$ cat src/rtl/gs_pkg.sv
// Shared types and constants for the Goldschmidt divider sequencer.
package gs_pkg;

   localparam int unsigned W = 24;

   typedef enum logic [2:0] {
      StIdle,
      StIssueN,
      StIssueD,
      StWait,
      StDone
   } gs_state_e;

   localparam logic [W-1:0] GS_ONE       = 24'h800000;
   localparam logic [W-1:0] GS_ERR_Q     = 24'hFFFFFF;
   // A normalized 1.23 divisor in [0.5,1) has top bits 2'b01.
   localparam logic [W-1:0] GS_NORM_MASK = 24'hC00000;
   localparam logic [W-1:0] GS_NORM_VAL  = 24'h400000;

   function automatic logic gs_is_norm(input logic [W-1:0] d);
      return (d & GS_NORM_MASK) == GS_NORM_VAL;
   endfunction

endpackage

$ cat src/rtl/gs_fix_extract.sv
// 2.46 product to 1.23 conversion. Define GS_ROUND_EN for round-half-up with
// saturation; otherwise plain truncation.
module gs_fix_extract
   import gs_pkg::*;
(
   input  logic [2*W-1:0] p,
   output logic [W-1:0]   q
);

`ifdef GS_ROUND_EN
   logic [W:0] sum;
   logic       unused_lsbs;

   assign sum         = {1'b0, p[2*W-2:W-1]} + {{W{1'b0}}, p[W-2]};
   assign q           = (sum[W] || p[2*W-1]) ? GS_ERR_Q : sum[W-1:0];
   assign unused_lsbs = ^p[W-3:0];
`else
   logic unused_bits;

   assign q           = p[2*W-2:W-1];
   assign unused_bits = ^{p[2*W-1], p[W-2:0]};
`endif

endmodule

$ cat src/rtl/gs_iter_ctrl.sv
// Goldschmidt iteration sequencer driving a shared registered multiplier.
// Product extraction mode follows GS_ROUND_EN (see gs_fix_extract).
module gs_iter_ctrl
   import gs_pkg::*;
#(
   parameter int unsigned ITERS   = 5,
   parameter int unsigned MUL_LAT = 2
) (
   input  logic           clk,
   input  logic           rst,
   input  logic           in_valid,
   output logic           in_ready,
   input  logic [W-1:0]   n_in,
   input  logic [W-1:0]   d_in,
   output logic           out_valid,
   input  logic           out_ready,
   output logic [W-1:0]   q_out,
   output logic           err,
   output logic [W-1:0]   mul_a,
   output logic [W-1:0]   mul_x,
   input  logic [2*W-1:0] mul_p
);

   localparam int unsigned IW = $clog2(ITERS + 1);
   localparam int unsigned CW = $clog2(MUL_LAT + 1);

   gs_state_e     state;
   logic [W-1:0]  n_q, d_q, f_q;
   logic [IW-1:0] iter_q;
   logic [CW-1:0] cnt_q;
   logic [W-1:0]  ext;

   gs_fix_extract u_extract (
      .p (mul_p),
      .q (ext)
   );

   always_ff @(posedge clk or posedge rst) begin
      if (rst) begin
         state     <= StIdle;
         n_q       <= '0;
         d_q       <= '0;
         f_q       <= '0;
         iter_q    <= '0;
         cnt_q     <= '0;
         in_ready  <= 1'b1;
         out_valid <= 1'b0;
         q_out     <= '0;
         err       <= 1'b0;
         mul_a     <= '0;
         mul_x     <= '0;
      end else begin
         unique case (state)
            StIdle: begin
               if (in_valid) begin
                  n_q      <= n_in;
                  d_q      <= d_in;
                  f_q      <= (~d_in) + W'(1);
                  iter_q   <= '0;
                  in_ready <= 1'b0;
                  if (!gs_is_norm(d_in)) begin
                     q_out     <= GS_ERR_Q;
                     err       <= 1'b1;
                     out_valid <= 1'b1;
                     state     <= StDone;
                  end else begin
                     state <= StIssueN;
                  end
               end
            end
            StIssueN: begin
               mul_a <= n_q;
               mul_x <= f_q;
               state <= StIssueD;
            end
            StIssueD: begin
               mul_a <= d_q;
               mul_x <= f_q;
               cnt_q <= CW'(MUL_LAT - 1);
               state <= StWait;
            end
            StWait: begin
               cnt_q <= cnt_q - CW'(1);
               // N product lands one cycle ahead of the D product.
               if (cnt_q == CW'(1)) begin
                  n_q <= ext;
               end
               if (cnt_q == '0) begin
                  d_q    <= ext;
                  f_q    <= (~ext) + W'(1);
                  iter_q <= iter_q + IW'(1);
                  if (iter_q == IW'(ITERS - 1)) begin
                     q_out     <= n_q;
                     err       <= 1'b0;
                     out_valid <= 1'b1;
                     state     <= StDone;
                  end else begin
                     state <= StIssueN;
                  end
               end
            end
            StDone: begin
               if (out_ready) begin
                  out_valid <= 1'b0;
                  in_ready  <= 1'b1;
                  state     <= StIdle;
               end
            end
            default: state <= StIdle;
         endcase
      end
   end

endmodule

$ cat config.mk
export PLATFORM = sky130hd
export DESIGN_NAME = gs_iter_ctrl
export DESIGN_NICKNAME = d
export VERILOG_FILES = /design/src/rtl/gs_pkg.sv /design/src/rtl/gs_fix_extract.sv /design/src/rtl/gs_iter_ctrl.sv
export SDC_FILE = /design/constraint.sdc
export NUM_CORES = 1
export LEC_CHECK = 0
export CORE_ASPECT_RATIO = 2
export CORE_UTILIZATION = 40
export DETAILED_ROUTE_END_ITERATION = 16
export PLACE_DENSITY = 0.67
export SLEW_MARGIN = 0
export SYNTH_ARGS = -nofsm -noshare
export SYNTH_HDL_FRONTEND = slang
export SYNTH_SLANG_ARGS = --single-unit
$ cat constraint.sdc
create_clock -name clk -period 7.1 [get_ports clk]
set_input_delay 1.42 -clock clk [delete_from_list [all_inputs] [get_ports clk]]
set_output_delay 1.42 -clock clk [all_outputs]
set_load 0.01 [all_outputs]
# After elaboration in Yosys (flattened, before gate mapping)
# Cells that the tools add are included.
classes:
  n_addsub: 4
  n_mux: 37
  bitwise: 2
  n_eq_ne: 13
  reduce_logical: 14
op_table:
  columns: ["operator", "count"]
  rows:
  - ["$mux W24", 10]
  - ["$pmux W24 S2", 5]
  - ["$add A24 B1 Y24 const B", 2]
  - ["$not A24 Y24", 2]
  - ["$mux W3", 7]
  - ["$pmux W3 S5", 1]
  - ["$ne A2 B2 Y1 const B", 6]
  - ["$reduce_and A3 Y1", 4]
  - ["$mux W1", 9]
  - ["$reduce_bool A2 Y1", 4]
  - ["$eq A3 B2 Y1 const B", 2]
  - ["$eq A3 B3 Y1 const B", 2]
  - ["$pmux W3 S2", 1]
  - ["$reduce_and A6 Y1", 1]
  - ["$reduce_and A5 Y1", 1]
  - ["$eq A2 B1 Y1 const B", 2]
  - ["$pmux W1 S2", 2]
  - ["$pmux W2 S2", 1]
  - ["$add A3 B1 Y3 const B", 1]
  - ["$eq A3 B1 Y1 const B", 1]
  - ["$logic_not A3 Y1", 1]
  - ["$pmux W1 S3", 1]
  - ["$reduce_bool A3 Y1", 1]
  - ["$logic_not A2 Y1", 1]
  - ["2 further kinds", 2]
word_totals:
  regBits: 155
  wordCells: 82
  inputBits: 100

# Longest topological paths before layout
depth:
  word_depth: 4
  mapped_depth: 11

# By module
# Synthesis repeated with hierarchy kept, for this count alone.
unflattened:
  hier_cells: 764
  area_unflattened_um2: 7526.0
modules_own_cells:
  columns: ["mod", "seq_area_each_um2", "area_each_um2", "instances", "cells_per_inst"]
  rows:
  - ["gs_iter_ctrl", 3854.9, 7345.8, 1, 740]
  - ["gs_fix_extract", 0.0, 180.2, 1, 24]

# Worst setup path before layout
# No wires, ideal clock.
synth_path:
  kind: "input to register"
  startpoint: "in mul_p[23]"
  endpoint: "reg f_q[22]"
  setup_slack_ps: 4122
  setup_ps: 69
  t_arrival_ps: 2909
  required_ps: 7031
  path_stages: 7
  path_cell_list: "and2_1 a21oi_1 ha_1 nand4_1 a211oi_1 mux2_2 nand3_1"
synth_between:
  elab_chain_cells: 4
synth_lines:
  columns: ["element", "line", "text"]
  rows:
  - ["from (decl)", "gs_iter_ctrl.sv:21", "input logic [2*W-1:0] mul_p"]
  - ["$not A24 Y24", "gs_iter_ctrl.sv:90", "f_q <= (~ext) + W'(1);"]
  - ["$add A24 B1 Y24", "gs_iter_ctrl.sv:90", null]
  - ["$mux W24", "gs_iter_ctrl.sv:88", "if (cnt_q == '0) begin"]
  - ["$pmux W24 S2", "gs_iter_ctrl.sv:53", "unique case (state)"]
  - ["to (signal assigned)", "gs_iter_ctrl.sv:58", "f_q <= (~d_in) + W'(1);"]
  - ["to (signal assigned)", "gs_iter_ctrl.sv:90", null]
  - ["to (decl)", "gs_iter_ctrl.sv:28", "logic [W-1:0] n_q, d_q, f_q;"]
# Every way passes these cells. The select of a mux whose other input is x is not followed.
# A chain may end at the register's enable or synchronous reset.

# Worst setup path in the final report
layout_path:
  startpoint: "in in_valid"
  endpoint: "reg f_q[11]"
layout_between:
  elab_chain_cells: 2
layout_lines:
  columns: ["element", "line", "text"]
  rows:
  - ["from (decl)", "gs_iter_ctrl.sv:11", "input logic in_valid,"]
  - ["$ne A2 B2 Y1 (no source line)", null, null]
  - ["$reduce_and A3 Y1 (no source line)", null, null]
# Every way passes these cells.

==> out/metrics.cfg <==
[routing]
vias=5935
firstDrtPassIters=13
postRouteAntennaNets=0
via_per_inst=5.366
wire_per_inst_um=17.44
drt_wl_total_um=19290
drc_errors=10
drt_iter0_markers=356

[final_layout]
drive_above_1_share=0.09978
fill_cells=1633
multi_input_area_sq_um=3298
nNetsFinal=984
layout.area.seq_sq_um=3855
fin_util=0.5354
area_growth_pct=30.03

[die]
rows=69
die_area_sq_um=18980
die_x_um=97.91
die_h_um=193.8
fp.coreArea_sq_um=17870
pin_count=175
start_util=0.4117

[sta]
period_minus_slack_ns=3.610
hold_violations=0
rsz0062_at_grt=no
finalSetupViolCount=0
slew-limit-headroom=0.2380
worst_pin_slew_ns=1.141
clock_skew_ns=0.01063
fin_tns_setup_ns=0
fin_ws_ns=3.490
post-route-period-util=0.5085
slew_violations=0
fmax_ghz=0.2770

[yosys]
synthFlopType=dfrtp_1
synth-edff-count=0
ys_seq_elements=154
synth.most_common_cell=dfrtp_1
syn_area_sq_um=7358
synth_async_sr_flop_share=1.000
synth_largest_area_cell=dfrtp_1
yosysWarnings=0
ys_top_cells_by_area=dfrtp_1 (52%), o21ai_0 (5.8%), a21oi_1 (5.5%)
synth_area_per_cell_sq_um=9.759
syn_inst=754
syn_nets=859
synth_top_cell_area_share=0.5203
synth_seq_area_share=0.5239
ys_types=60
synth_commonest_cells=dfrtp_1 (153), nand2_1 (107), o21ai_0 (85)

[power]
power.internal_w=0.002728
power_frac_seq=0.373
p_leak_nw=4.009
pwr_density_cell_nw_per_um2=455.1
p_sw_w=0.001626
power_frac_comb=0.425
ir_drop_uv=187.5
power.share.clock=0.202
p_sw_frac=0.3734

[critical_path]
critPathLaunchType=input port
end_kind=register
crit_start=in_valid
r2r_start=state[2]
required_ns=7.34
path_max_fanout=53
crit_arrival_ns=3.85
critPathKind=input port to register

[global_route]
track_usage=0.2136
grt_pass1_vias=5835
antenna_found_initial=1
grt_max_degree=105
grt_pass1_wl_um=31510
grt_remaining_overflow=0

[cts]
clock-sinks=154
cts_resized=0
post_cts_buffers=0
clk_latency_ns=0.42
hold_buffers=0
cts_root_buf=clkbuf_16
cts_max_path_buffers=2
cts_tree=done
cts.reportedPaths.clkPinSlew_ns=0.06
cts_buffers=17
cts.htree.levels=4

[placed_design]
gp_congestion=0.8609
io_buffers=150
hpwl_um=13860
dpl_worst_slack_ns=3.078

[worst_hold_path]
hold_class=register to register
hp-start=q_out[18]

[run_status]
status=finished with violations
violations=DRC

[job]
maxCapViolCount=0

## metrics by stage
stage | instance area (sq um) | power (W) | cells | hold slack (ns)
2_1_floorplan | 7358 | 0.002728 | 754 | 0.4418
3_5_place_dp | 8990 | 0.003499 | 1073 | 0.4687
4_1_cts | 9565 | 0.004397 | 1105 | 0.4832
3_3_place_gp | 8990 | 0.003452 | 1073 | 0.4616
6_report | 9568 | 0.004354 | 1106 | 0.4766
5_1_grt | 9568 | 0.004676 | 1106 | 0.4975
## routing by layer
metal,GRT usage,wire length [um],vias to the layer above
met1,0.2762,8294,2839
li1,-,-,2889
met4,0.1066,616,0
met3,0.03425,767,33
met5,0,0,-
met2,0.3451,9615,174
## logic make-up after synthesis
family,share of synthesized area
adders and majority gates,0.008502
AOI/OAI and AO/OA,0.1620
and+or+nand+nor,0.1668
buffers and inverters,0.03316
xor gates and xnor gates,0.02262
DFF,0.5239
muxes,0.08298
## worst max-delay path, cell delays in order
cell	delay [ns]
clkdlybuf4s50_1	0.49
or3b_1	0.49
a21o_2	0.43
buf_4	0.37
or3_1	0.40
mux2i_1	0.15
a311oi_1	0.07
## cell type report
type,count,area share
sequential,154,0.4029
inverter,5,0.002485
clock buffer,19,0.04629
multi-input combinational,545,0.3447
clock inverter,13,0.01386
timing repair buffer,156,0.1616
tap,213,0.02785
antenna,1,0.0002615
## sequential cells by signal (all words and copies together) (netlist names)
name	count
cnt_q	2
d_q	24
err	1
f_q	23
in_ready	1
iter_q	3
mul_a	24
mul_x	24
n_q	24
out_valid	1
q_out	24
state	3
## power by group through the flow
stage	registers, W	logic [W]	clock network [W]
after floorplan	0.00164	0.00109	0
after global placement	0.00163	0.00182	0
after detailed placement	0.00164	0.00186	0
after CTS	0.00163	0.00187	0.000900
after global routing	0.00169	0.00205	0.000939
final	0.00162	0.00185	0.000880
## worst paths after layout
check,endpoint,slack [ns],depth (start not counted)
setup / recovery,f_q[11],3.49,7
hold / removal,q_out[18],0.48,2
setup reg to reg,f_q[20],3.68,8
hold reg to reg,q_out[18],0.48,2
max in group asynchronous,n_q[5],4.27,3
min in group asynchronous,mul_a[0],1.57,2
## placed cells by master (no fill, tap or decap), types with 4 or more instances in the layout
master,synthesis,routed
nor2_1,68,67
xnor2_1,11,11
and2_1,17,17
or3_1,4,4
ha_1,5,5
and4b_1,7,7
clkbuf_16,0,17
a211oi_1,4,4
buf_4,3,6
mux2i_1,27,27
a21oi_1,81,79
inv_6,0,7
clkinvlp_4,0,4
xor2_1,8,8
clkdlybuf4s50_1,0,150
dfrtp_1,153,153
nor3_1,12,12
a21o_1,7,6
nand2_1,107,107
o21ai_0,85,85
mux2_2,29,29
inv_1,5,4
nand3_1,12,12
nor4_1,4,4
a31oi_1,5,5
Note: power is estimated with default switching activity, not from simulation.
